`config.mk`:
```
export PLATFORM = sky130hd
export DESIGN_NAME = ex_stage_flat
export DESIGN_NICKNAME = d
export VERILOG_FILES = /design/src/rtl/ex_stage_if.sv /design/src/rtl/ex_stage.sv /design/src/flat_wrapper.sv
export SDC_FILE = /design/constraint.sdc
export NUM_CORES = 2
export LEC_CHECK = 0
export ABC_AREA = 1
export CAP_MARGIN = 5
export CORE_ASPECT_RATIO = 1.5
export CORE_MARGIN = 8
export CORE_UTILIZATION = 30
export CTS_CLUSTER_DIAMETER = 120
export DETAILED_ROUTE_END_ITERATION = 16
export PLACE_DENSITY = 0.54
export SLEW_MARGIN = 10
export SYNTH_ARGS = -nofsm -noshare
export SYNTH_HDL_FRONTEND = slang
export SYNTH_SLANG_ARGS = --single-unit
```
`constraint.sdc`:
```
create_clock -name clk -period 3.7 [get_ports clk]
set_input_delay 0.74 -clock clk [delete_from_list [all_inputs] [get_ports clk]]
set_output_delay 0.74 -clock clk [all_outputs]
set_load 0.03 [all_outputs]
```
`src/rtl/ex_stage_if.sv`:
```
// ID/EX inputs, forwarding selects and EX/MEM, HI/LO and freeze outputs of the execute stage.
interface ex_stage_if #(
  parameter int unsigned WIDTH = 32
);
  logic             IdExValid;
  logic [WIDTH-1:0] IdExRsData;
  logic [WIDTH-1:0] IdExRtData;
  logic [WIDTH-1:0] IdExImm;
  logic [4:0]       IdExShamt;
  logic [4:0]       IdExAluOp;
  logic             IdExAluSrc;
  logic             IdExRegDst;
  logic [4:0]       IdExRt;
  logic [4:0]       IdExRd;
  logic             IdExRegWrite;
  logic             IdExMemRead;
  logic             IdExMemWrite;
  logic             IdExMemToReg;
  logic [1:0]       FwdA;
  logic [1:0]       FwdB;
  logic [WIDTH-1:0] MemWbData;

  logic [WIDTH-1:0] ExMemAluOut;
  logic [WIDTH-1:0] ExMemStoreData;
  logic [4:0]       ExMemRd;
  logic             ExMemWb;
  logic             ExMemMemRead;
  logic             ExMemMemWrite;
  logic             ExMemMemToReg;
  logic             ExBusy;
  logic [WIDTH-1:0] Hi;
  logic [WIDTH-1:0] Lo;

  modport master (
    output IdExValid, IdExRsData, IdExRtData, IdExImm, IdExShamt, IdExAluOp,
           IdExAluSrc, IdExRegDst, IdExRt, IdExRd, IdExRegWrite, IdExMemRead,
           IdExMemWrite, IdExMemToReg, FwdA, FwdB, MemWbData,
    input  ExMemAluOut, ExMemStoreData, ExMemRd, ExMemWb, ExMemMemRead,
           ExMemMemWrite, ExMemMemToReg, ExBusy, Hi, Lo
  );

  modport slave (
    input  IdExValid, IdExRsData, IdExRtData, IdExImm, IdExShamt, IdExAluOp,
           IdExAluSrc, IdExRegDst, IdExRt, IdExRd, IdExRegWrite, IdExMemRead,
           IdExMemWrite, IdExMemToReg, FwdA, FwdB, MemWbData,
    output ExMemAluOut, ExMemStoreData, ExMemRd, ExMemWb, ExMemMemRead,
           ExMemMemWrite, ExMemMemToReg, ExBusy, Hi, Lo
  );
endinterface

```
`src/rtl/ex_stage.sv`:
```
// MIPS execute stage: forwarding muxes, single-cycle ALU, EX/MEM register and an
// iterative multiply/divide unit whose busy state freezes the pipeline.
module ex_stage #(
  parameter int unsigned WIDTH = 32
) (
  input  logic        clk,
  input  logic        rst_n,
  ex_stage_if.slave   bus
);

  localparam int unsigned CNT_W = (WIDTH > 1) ? $clog2(WIDTH) : 1;

  localparam logic [4:0] OP_ADD  = 5'h00;
  localparam logic [4:0] OP_SUB  = 5'h01;
  localparam logic [4:0] OP_AND  = 5'h02;
  localparam logic [4:0] OP_OR   = 5'h03;
  localparam logic [4:0] OP_XOR  = 5'h04;
  localparam logic [4:0] OP_NOR  = 5'h05;
  localparam logic [4:0] OP_SLT  = 5'h06;
  localparam logic [4:0] OP_SLTU = 5'h07;
  localparam logic [4:0] OP_SLL  = 5'h08;
  localparam logic [4:0] OP_SRL  = 5'h09;
  localparam logic [4:0] OP_SRA  = 5'h0A;
  localparam logic [4:0] OP_LUI  = 5'h0B;
  localparam logic [4:0] OP_MFHI = 5'h10;
  localparam logic [4:0] OP_MFLO = 5'h11;

  typedef enum logic [0:0] {IDLE, BUSY} md_state_e;

  md_state_e        state_q, state_d;
  logic [CNT_W-1:0] cnt_q, cnt_d;
  logic [WIDTH-1:0] acc_q, acc_d;
  logic [WIDTH-1:0] wrk_q, wrk_d;
  logic [WIDTH-1:0] dvs_q, dvs_d;
  logic             is_div_q, is_div_d;
  logic             neg_q, neg_d;
  logic             rneg_q, rneg_d;
  logic [WIDTH-1:0] hi_q, hi_d;
  logic [WIDTH-1:0] lo_q, lo_d;

  logic [WIDTH-1:0] alu_q, store_q;
  logic [4:0]       rd_q;
  logic             wb_q, mr_q, mw_q, m2r_q;

  logic [WIDTH-1:0] op_a, rt_val, op_b, alu_res;
  logic [4:0]       dst;
  logic             is_md, md_signed, sa, sb;
  logic [WIDTH-1:0] mag_a, mag_b;

  logic [WIDTH:0]   mul_sum;
  logic [WIDTH-1:0] mul_acc, mul_wrk;
  logic [WIDTH:0]   div_sh;
  logic [WIDTH+1:0] div_diff;
  logic             div_ge;
  logic [WIDTH-1:0] div_acc, div_wrk;
  logic [2*WIDTH-1:0] prod;
  logic             last_step;

  // Operand selection from register file, MEM/WB or EX/MEM
  always_comb begin
    op_a   = bus.IdExRsData;
    rt_val = bus.IdExRtData;
    case (bus.FwdA)
      2'd1:    op_a = bus.MemWbData;
      2'd2:    op_a = alu_q;
      default: op_a = bus.IdExRsData;
    endcase
    case (bus.FwdB)
      2'd1:    rt_val = bus.MemWbData;
      2'd2:    rt_val = alu_q;
      default: rt_val = bus.IdExRtData;
    endcase
    op_b = bus.IdExAluSrc ? bus.IdExImm : rt_val;
    dst  = bus.IdExRegDst ? bus.IdExRd : bus.IdExRt;
  end

  always_comb begin
    alu_res = '0;
    case (bus.IdExAluOp)
      OP_ADD:  alu_res = op_a + op_b;
      OP_SUB:  alu_res = op_a - op_b;
      OP_AND:  alu_res = op_a & op_b;
      OP_OR:   alu_res = op_a | op_b;
      OP_XOR:  alu_res = op_a ^ op_b;
      OP_NOR:  alu_res = ~(op_a | op_b);
      OP_SLT:  alu_res = WIDTH'($signed(op_a) < $signed(op_b));
      OP_SLTU: alu_res = WIDTH'(op_a < op_b);
      OP_SLL:  alu_res = op_b << bus.IdExShamt;
      OP_SRL:  alu_res = op_b >> bus.IdExShamt;
      OP_SRA:  alu_res = WIDTH'($signed(op_b) >>> bus.IdExShamt);
      OP_LUI:  alu_res = WIDTH'({op_b[15:0], 16'h0000});
      OP_MFHI: alu_res = hi_q;
      OP_MFLO: alu_res = lo_q;
      default: alu_res = '0;
    endcase
  end

  assign is_md     = (bus.IdExAluOp[4:2] == 3'b011);
  assign md_signed = ~bus.IdExAluOp[0];
  assign sa        = md_signed & op_a[WIDTH-1];
  assign sb        = md_signed & op_b[WIDTH-1];
  assign mag_a     = sa ? (-op_a) : op_a;
  assign mag_b     = sb ? (-op_b) : op_b;

  // EX/MEM register; frozen while the multiply/divide unit is busy
  always_ff @(posedge clk or negedge rst_n) begin
    if (!rst_n) begin
      alu_q   <= '0;
      store_q <= '0;
      rd_q    <= '0;
      wb_q    <= 1'b0;
      mr_q    <= 1'b0;
      mw_q    <= 1'b0;
      m2r_q   <= 1'b0;
    end else if (state_q == IDLE) begin
      alu_q   <= alu_res;
      store_q <= rt_val;
      rd_q    <= dst;
      wb_q    <= bus.IdExValid & bus.IdExRegWrite & ~is_md;
      mr_q    <= bus.IdExValid & bus.IdExMemRead & ~is_md;
      mw_q    <= bus.IdExValid & bus.IdExMemWrite & ~is_md;
      m2r_q   <= bus.IdExMemToReg;
    end
  end

  // One shift-add (multiply) or restoring-subtract (divide) step on the working registers
  always_comb begin
    mul_sum  = {1'b0, acc_q} + (wrk_q[0] ? {1'b0, dvs_q} : '0);
    mul_acc  = mul_sum[WIDTH:1];
    mul_wrk  = {mul_sum[0], wrk_q[WIDTH-1:1]};
    div_sh   = {acc_q, wrk_q[WIDTH-1]};
    div_diff = {1'b0, div_sh} - {2'b00, dvs_q};
    div_ge   = ~div_diff[WIDTH+1];
    div_acc  = div_ge ? div_diff[WIDTH-1:0] : div_sh[WIDTH-1:0];
    div_wrk  = {wrk_q[WIDTH-2:0], div_ge};
    prod     = {mul_acc, mul_wrk};
  end

  assign last_step = (cnt_q == CNT_W'(WIDTH - 1));

  always_comb begin
    state_d  = state_q;
    cnt_d    = cnt_q;
    acc_d    = acc_q;
    wrk_d    = wrk_q;
    dvs_d    = dvs_q;
    is_div_d = is_div_q;
    neg_d    = neg_q;
    rneg_d   = rneg_q;
    hi_d     = hi_q;
    lo_d     = lo_q;
    case (state_q)
      IDLE: begin
        if (bus.IdExValid && is_md) begin
          state_d  = BUSY;
          cnt_d    = '0;
          acc_d    = '0;
          wrk_d    = mag_a;
          dvs_d    = mag_b;
          is_div_d = bus.IdExAluOp[1];
          // Divide by zero keeps an all-ones quotient regardless of dividend sign
          neg_d    = (sa ^ sb) & ~(bus.IdExAluOp[1] & (mag_b == '0));
          rneg_d   = sa;
        end
      end
      BUSY: begin
        cnt_d = cnt_q + CNT_W'(1);
        acc_d = is_div_q ? div_acc : mul_acc;
        wrk_d = is_div_q ? div_wrk : mul_wrk;
        if (last_step) begin
          state_d = IDLE;
          cnt_d   = '0;
          if (is_div_q) begin
            lo_d = neg_q  ? (-div_wrk) : div_wrk;
            hi_d = rneg_q ? (-div_acc) : div_acc;
          end else begin
            {hi_d, lo_d} = neg_q ? (-prod) : prod;
          end
        end
      end
      default: state_d = IDLE;
    endcase
  end

  always_ff @(posedge clk or negedge rst_n) begin
    if (!rst_n) begin
      state_q  <= IDLE;
      cnt_q    <= '0;
      acc_q    <= '0;
      wrk_q    <= '0;
      dvs_q    <= '0;
      is_div_q <= 1'b0;
      neg_q    <= 1'b0;
      rneg_q   <= 1'b0;
      hi_q     <= '0;
      lo_q     <= '0;
    end else begin
      state_q  <= state_d;
      cnt_q    <= cnt_d;
      acc_q    <= acc_d;
      wrk_q    <= wrk_d;
      dvs_q    <= dvs_d;
      is_div_q <= is_div_d;
      neg_q    <= neg_d;
      rneg_q   <= rneg_d;
      hi_q     <= hi_d;
      lo_q     <= lo_d;
    end
  end

  assign bus.ExMemAluOut    = alu_q;
  assign bus.ExMemStoreData = store_q;
  assign bus.ExMemRd        = rd_q;
  assign bus.ExMemWb        = wb_q;
  assign bus.ExMemMemRead   = mr_q;
  assign bus.ExMemMemWrite  = mw_q;
  assign bus.ExMemMemToReg  = m2r_q;
  assign bus.ExBusy         = (state_q == BUSY);
  assign bus.Hi             = hi_q;
  assign bus.Lo             = lo_q;

endmodule

```
`src/flat_wrapper.sv`:
```
// flat-port wrapper written by rule: the top's interface ports become plain ports
module ex_stage_flat 
#(
  parameter int unsigned WIDTH = 32
)
  (clk, rst_n, bus_IdExValid, bus_IdExRsData, bus_IdExRtData, bus_IdExImm, bus_IdExShamt, bus_IdExAluOp, bus_IdExAluSrc, bus_IdExRegDst, bus_IdExRt, bus_IdExRd, bus_IdExRegWrite, bus_IdExMemRead, bus_IdExMemWrite, bus_IdExMemToReg, bus_FwdA, bus_FwdB, bus_MemWbData, bus_ExMemAluOut, bus_ExMemStoreData, bus_ExMemRd, bus_ExMemWb, bus_ExMemMemRead, bus_ExMemMemWrite, bus_ExMemMemToReg, bus_ExBusy, bus_Hi, bus_Lo);
  ex_stage_if #(.WIDTH(WIDTH)) bus_i ();
  input  logic clk;
  input  logic rst_n;
  input wire logic [$bits(bus_i.IdExValid)-1:0] bus_IdExValid;
  input wire logic [$bits(bus_i.IdExRsData)-1:0] bus_IdExRsData;
  input wire logic [$bits(bus_i.IdExRtData)-1:0] bus_IdExRtData;
  input wire logic [$bits(bus_i.IdExImm)-1:0] bus_IdExImm;
  input wire logic [$bits(bus_i.IdExShamt)-1:0] bus_IdExShamt;
  input wire logic [$bits(bus_i.IdExAluOp)-1:0] bus_IdExAluOp;
  input wire logic [$bits(bus_i.IdExAluSrc)-1:0] bus_IdExAluSrc;
  input wire logic [$bits(bus_i.IdExRegDst)-1:0] bus_IdExRegDst;
  input wire logic [$bits(bus_i.IdExRt)-1:0] bus_IdExRt;
  input wire logic [$bits(bus_i.IdExRd)-1:0] bus_IdExRd;
  input wire logic [$bits(bus_i.IdExRegWrite)-1:0] bus_IdExRegWrite;
  input wire logic [$bits(bus_i.IdExMemRead)-1:0] bus_IdExMemRead;
  input wire logic [$bits(bus_i.IdExMemWrite)-1:0] bus_IdExMemWrite;
  input wire logic [$bits(bus_i.IdExMemToReg)-1:0] bus_IdExMemToReg;
  input wire logic [$bits(bus_i.FwdA)-1:0] bus_FwdA;
  input wire logic [$bits(bus_i.FwdB)-1:0] bus_FwdB;
  input wire logic [$bits(bus_i.MemWbData)-1:0] bus_MemWbData;
  output wire logic [$bits(bus_i.ExMemAluOut)-1:0] bus_ExMemAluOut;
  output wire logic [$bits(bus_i.ExMemStoreData)-1:0] bus_ExMemStoreData;
  output wire logic [$bits(bus_i.ExMemRd)-1:0] bus_ExMemRd;
  output wire logic [$bits(bus_i.ExMemWb)-1:0] bus_ExMemWb;
  output wire logic [$bits(bus_i.ExMemMemRead)-1:0] bus_ExMemMemRead;
  output wire logic [$bits(bus_i.ExMemMemWrite)-1:0] bus_ExMemMemWrite;
  output wire logic [$bits(bus_i.ExMemMemToReg)-1:0] bus_ExMemMemToReg;
  output wire logic [$bits(bus_i.ExBusy)-1:0] bus_ExBusy;
  output wire logic [$bits(bus_i.Hi)-1:0] bus_Hi;
  output wire logic [$bits(bus_i.Lo)-1:0] bus_Lo;
  assign bus_i.IdExValid = bus_IdExValid;
  assign bus_i.IdExRsData = bus_IdExRsData;
  assign bus_i.IdExRtData = bus_IdExRtData;
  assign bus_i.IdExImm = bus_IdExImm;
  assign bus_i.IdExShamt = bus_IdExShamt;
  assign bus_i.IdExAluOp = bus_IdExAluOp;
  assign bus_i.IdExAluSrc = bus_IdExAluSrc;
  assign bus_i.IdExRegDst = bus_IdExRegDst;
  assign bus_i.IdExRt = bus_IdExRt;
  assign bus_i.IdExRd = bus_IdExRd;
  assign bus_i.IdExRegWrite = bus_IdExRegWrite;
  assign bus_i.IdExMemRead = bus_IdExMemRead;
  assign bus_i.IdExMemWrite = bus_IdExMemWrite;
  assign bus_i.IdExMemToReg = bus_IdExMemToReg;
  assign bus_i.FwdA = bus_FwdA;
  assign bus_i.FwdB = bus_FwdB;
  assign bus_i.MemWbData = bus_MemWbData;
  assign bus_ExMemAluOut = bus_i.ExMemAluOut;
  assign bus_ExMemStoreData = bus_i.ExMemStoreData;
  assign bus_ExMemRd = bus_i.ExMemRd;
  assign bus_ExMemWb = bus_i.ExMemWb;
  assign bus_ExMemMemRead = bus_i.ExMemMemRead;
  assign bus_ExMemMemWrite = bus_i.ExMemMemWrite;
  assign bus_ExMemMemToReg = bus_i.ExMemMemToReg;
  assign bus_ExBusy = bus_i.ExBusy;
  assign bus_Hi = bus_i.Hi;
  assign bus_Lo = bus_i.Lo;
  ex_stage #(.WIDTH(WIDTH)) u_core (.clk(clk), .rst_n(rst_n), .bus(bus_i));
endmodule
```
* Word-level counts from Yosys, hierarchy flattened
Index checks and enable logic that the tools add are counted.
** Storage, ports and cells
- Register bits :: 242
- Latch bits :: 0
- Bits in writable memories :: 0
- Memory bits (read-only) :: 0
- Input port bits :: 161
- Output and inout bits :: 138
- Logic and storage cells :: 103
- Memories kept :: 0
** Operators by class
- $add $sub $neg :: 10
- Multipliers :: 0
- Div/mod/pow operators :: 0
- Magnitude comparators :: 2
- Equal/unequal tests :: 20
- Shift operators :: 3
- Multiplexer cells :: 26
- Bitwise operators :: 20
- Reductions and logical operators :: 5
** Operator list (count)
- $pmux W32 S14 :: 1
- $mux W32 :: 13
- $pmux W32 S2 :: 4
- $neg A32 Y32 :: 4
- $lt A32 B32 Y1 :: 2
- $mux W64 :: 1
- $neg A64 Y64 :: 1
- $sub A33 B32 Y34 :: 1
- $add A32 B33 Y33 :: 1
- $add A32 B32 Y32 :: 1
- $and A32 B32 Y32 :: 1
- $logic_not A32 Y1 :: 1
- $not A32 Y32 :: 1
- $or A32 B32 Y32 :: 1
- $shl A32 B5 Y32 :: 1
- $shr A32 B5 Y32 :: 1
- $sshr A32 B5 Y32 :: 1
- $sub A32 B32 Y32 :: 1
- $xor A32 B32 Y32 :: 1
- $eq A5 B3 Y1 const B :: 4
- $eq A5 B4 Y1 const B :: 4
- $eq A5 B5 Y1 const B :: 3
- $mux W5 :: 3
- $and A1 B1 Y1 :: 10
- 15 further kinds :: 24

* Depth between registers and ports, before layout
- Depth in word-level cells :: 9
- Mapped depth :: 29
- Gate-level depth less buffers :: 27

* Worst setup path before layout
Ideal clock, no wire load.
- Kind :: input to register
- Start :: input port bus_FwdB[0]
- End :: register u_core.alu_q[26], in the netlist u_core.bus.ExMemAluOut[26]
- Library setup time :: 0.132 ns
- Data arrival time :: 3.938 ns
- Required time :: 3.568 ns
- Path slack :: -0.371 ns
- Cell stages on the path :: 29
- Path buffers :: 3
- Cells stage by stage :: inv_1 > ha_1 > buf_4 > inv_2 > buf_6 > buf_6 > nand2_1 > nand3_1 > nand2_1 > inv_1 > ha_1 > inv_1 > fa_1 > inv_1 > nand2_1 > nand2_1 > o21ai_0 > o21ai_1 > a21boi_0 > o21ai_1 > nand3_1 > nand2_1 > a21oi_1 > nor2_1 > nor2_1 > nand2_1 > nand3_1 > nand2_1 > o21ai_0
** On the way
- Word-level cells in the longest chain between the ends :: 6
- Elaborated cells between the ends (all ways) :: 14
- Classes of those cells :: 2 x add/sub; 2 x eq/ne; 3 x shift; 3 x mux; 4 x bitwise
** Ends and longest elaborated chain
- start, declared :: RTL line flat_wrapper.sv:25 : input wire logic [$bits(bus_i.FwdB)-1:0] bus_FwdB;
- $eq A2 B2 Y1 or $eq A2 B1 Y1 (tied branches) :: RTL line ex_stage.sv:68 : case (bus.FwdB)
- $pmux W32 S2 (*) :: RTL line ex_stage.sv:68
- $mux W32 (*) :: RTL line ex_stage.sv:73 : op_b = bus.IdExAluSrc ? bus.IdExImm : rt_val;
- branches (longest 2 deep; another with $sub A32 B32 Y32)
- $pmux W32 S14 (*) :: RTL line ex_stage.sv:79 : case (bus.IdExAluOp)
- end signal, assigned :: RTL line ex_stage.sv:116 : alu_q <= alu_res;
- end, declared :: RTL line ex_stage.sv:41 : logic [WIDTH-1:0] alu_q, store_q;
Every way passes the cells marked *.
A chain may end at the register's enable or synchronous reset.

* Worst setup path after layout
- Start :: input port bus_FwdB[1]
- End :: register u_core.store_q[26], in the netlist u_core.bus.ExMemStoreData[26]
** On the way
- Word-level cells in the longest chain between the ends :: 2
- Elaborated cells between the ends (all ways) :: 3
- Classes of those cells :: 2 x eq/ne; 1 x mux
** Ends and longest elaborated chain
- $eq A2 B2 Y1 or $eq A2 B1 Y1 (tied branches) :: RTL line ex_stage.sv:68
- $pmux W32 S2 (*) :: RTL line ex_stage.sv:68
- end signal, assigned :: RTL line ex_stage.sv:117 : store_q <= rt_val;
- end, declared :: RTL line ex_stage.sv:41
Every way passes the cells marked *; elsewhere a longest branch is shown, timed or not.

==> results.py <==
metrics = {
    "worst_setup_path": {
        "cp_slowest_cell": "ha_4",
        "path_max_fanout": 7,
        "crit-reg2reg-launch": "u_core.bus.ExMemAluOut[26]",
        "cp.arrival_ns": 4.20,
        "critical_path_class": "in2reg",
        "crit_required_ns": 4.23,
        "start_kind": "input pin",
        "cp_common_cell": "buf_4",
        "end_kind": "register",
        "cp_slowest_stage_delay_ns": 0.17,
        "worstSetupStartpoint": "bus_FwdB[1]",
    },
    "global_route": {
        "grt_util_all_layers_pct": 38.1,
        "grt_max_degree": 170,
        "antenna_found_initial": 13,
        "gr-total-overflow": 0,
        "grt_pass1_wl_mm": 335,
        "grt_pass1_vias": 47400,
    },
    "clocking": {
        "cts-root-buf": "clkbuf_16",
        "cts_tree": "done",
        "clk_latency_ns": 0.62,
        "cts_buffers": 34,
        "clkTransAtPathRegs_ns": 0.07,
        "htreeDepth": 2,
        "cts_buffer_depth": 3,
        "cts_sinks": 242,
    },
    "route": {
        "drt-vias-per-instance": 5.40,
        "drcViolationCount": 0,
        "ant_nets": 0,
        "wl_mm": 242,
        "vias": 48200,
        "firstDrtPassIters": 6,
        "drt_iter0_drc": 4254,
        "wl_per_cell_um": 27.2,
    },
    "pwr": {
        "power.total_uw": 43400,
        "peakVddDrop_mv": 0.592,
        "combPwrFrac_pct": 78.6,
        "netSwitchingFraction_pct": 55.7,
        "seq_power_share_pct": 13.3,
        "powerDensity_nw_per_um2": 836,
        "p_int_uw": 19200,
        "power_switching_uw": 24200,
        "p_leak_uw": 0.0258,
        "p_clk_share_pct": 8.1,
    },
    "floorplan": {
        "start_util_pct": 30.2,
        "die_x_um": 288,
        "ioPinCount": 299,
        "dieArea_sq_um": 122000,
        "die_y_um": 424,
        "core_sq_um": 110000,
        "num_rows": 149,
    },
    "yosys": {
        "yosys.area.top_type": "nand2_1",
        "avgSynthCellArea_sq_um": 5.56,
        "yosysUniqueCellTypes": 64,
        "syn-cell-area_sq_um": 33200,
        "synth_seq_cells": 242,
        "synth.area.top_cells": "nand2_1, dfrtp_1, inv_1",
        "syn_inst": 5969,
        "seq_area_frac_synth_pct": 18.2,
        "syn_nets": 6312,
        "ys_warn_count": 0,
        "synth_ff_type": "dfrtp_1",
        "async_flop_share_pct": 100,
        "yosysTopAreaCellShare_pct": 21.8,
        "synth_edf_count": 0,
    },
    "sta": {
        "timing.final.crit_share_pct": 99.4,
        "worst_clock_skew_ns": 0.0461,
        "final-hold-violation-count": 0,
        "maxSlewHeadroom_pct": 38.6,
        "holdWs_ns": 0.0613,
        "setup_viol": 0,
        "fin_crit_ns": 3.68,
        "fmax_ghz": 0.272,
        "rsz0062_at_grt": "yes",
        "maxSlewViolCount": 0,
        "tns_ns": 0,
        "worst_pin_slew_ns": 0.921,
    },
    "flow_run": {
        "drv_cap": 0,
    },
    "finish": {
        "final_common_cell": "nand2_1",
        "layout_common_cells": "nand2_1, buf_4, inv_1, nor2_1, nand3_1",
        "drive_gt1_share_pct": 28.0,
        "syn_to_final_growth_pct": 56.4,
        "nets": 7801,
        "regArea_sq_um": 6080,
        "multi_input_area_sq_um": 25600,
        "fill_cells": 11700,
    },
    "hold_path": {
        "hp-class": "in2async",
    },
    "place": {
        "place.gp.congestion": 1.10,
        "port-buffer-count": 298,
        "hpwlAfterDp_mm": 200,
    },
    "run_status": {
        "status": "finished clean",
    },
}
[timing repair]
item / 4_1_cts / 5_1_grt
endpoints found under the setup margin: 64 / 67
hold buffers: 0 / 0
setup buffers: 89 / 26
resized for setup: 287 / 404
pin swaps: 66 / 89
cloned: 1 / 2
[kinds of logic (layout without fill, tap and decap cells)]
logic type | Yosys count | count (layout) | synth area share (%)
adders and majority gates | 182 | 182 | 6.95
and+or+nand+nor | 3269 | 3269 | 40.9
muxes | 4 | 4 | 0.121
xor gates and xnor gates | 40 | 40 | 1.05
other | 0 | 5 | 0
DFF | 242 | 242 | 18.2
buffers and inverters | 1031 | 2545 | 12.0
AOI/OAI and AO/OA | 1201 | 1201 | 20.7
[per-stage QoR]
stage                     util (%)  instance area, sq um  worst slack (ns)  cells
after floorplan                  -                 33400           0.00142   5969
final                         47.3                 51900            0.0237   8922
after global routing          47.3                 51900           -0.0323   8917
after global placement        43.2                 47500             -1.56   8741
after CTS                     45.9                 50400         0.0000262   8891
after detailed placement      43.2                 47500             -1.58   8741
[flip-flops by register name, indices dropped and copies added, names as in the netlist, 5 cells and up]
register	cells
u_core.cnt_q	5
u_core.wrk_q	32
u_core.dvs_q	32
u_core.bus.ExMemAluOut	32
u_core.bus.ExMemRd	5
u_core.bus.Lo	32
u_core.acc_q	32
u_core.bus.ExMemStoreData	32
u_core.bus.Hi	32
[cells in the mapped netlist (all sizes together) (2+ instances only)]
cell type and count:
nand4 87, nor4 18, xnor2 6, o21bai 10, o211a 2, a31oi 82
clkbuf 176, or2 57, a221oi 20, o32ai 3, a21o 9, a32o 4
o22ai 22, a22oi 4, o31ai 12, nand3b 13, a221o 2, a21boi 3
mux2i 4, o221ai 7, a211oi 9, nor2 607, a22o 9, nor3 64
a2111oi 6, o2111ai 28, dfrtp 242, buf 79, a21oi 310, o21a 3
nand2 1946, o211ai 74, fa 4, xor2 34, nand3 461, and2 10
o21ai 575, a32oi 2, and3 6, inv 766, clkinv 10, ha 178
[final cells by class]
cell class / instances / share of cell area, %
Antenna cell: 5 / 0.0241
Clock buffer: 48 / 1.80
Clock inverter: 13 / 0.344
Inverter: 776 / 5.70
Multi-Input combinational cell: 4696 / 49.2
Sequential cell: 242 / 11.7
Tap cell: 1434 / 3.45
Timing Repair Buffer: 1708 / 27.7
[final timing paths]
check	slack, ns	to	depth (start not counted)
hold / removal	0.06	u_core.wrk_q[19]	1
min in group clk	0.48	u_core.bus.ExMemMemRead	2
max in group asynchronous	2.50	u_core.dvs_q[16]	2
setup / recovery	0.02	u_core.bus.ExMemStoreData[26]	29
hold reg to reg	0.48	u_core.bus.ExMemMemRead	2
setup reg to reg	0.10	u_core.bus.ExMemStoreData[26]	24
[critical path: cells and delay by family]
family / cells / cell delay [ns]
compound gates: 2 / 0.19
fa+ha+maj: 1 / 0.17
buf+inv: 24 / 2.94
simple gates: 2 / 0.17
[power groups by stage]
stage          Clock [uW]  Combinational (uW)  Sequential, uW
6_report             3510               34100            5800
5_1_grt              3620               36400            5800
4_1_cts              3560               32100            5660
3_5_place_dp            0               31300            5670
3_3_place_gp            0               31200            5670
2_1_floorplan           0               13800            5790
[per-layer routing]
| layer | share of wire (%) | wire [um] | track usage [%] | up-vias |
|---|---|---|---|---|
| met4 | 14 | 33800 | 41.0 | 4 |
| met5 | 0.0095 | 23 | 0 | - |
| met2 | 46 | 112000 | 63.7 | 2303 |
| met3 | 6.2 | 15000 | 6.14 | 863 |
| li1 | - | - | - | 22500 |
| met1 | 34 | 81400 | 38.3 | 22500 |
Note: power is estimated with default switching activity, not from simulation.
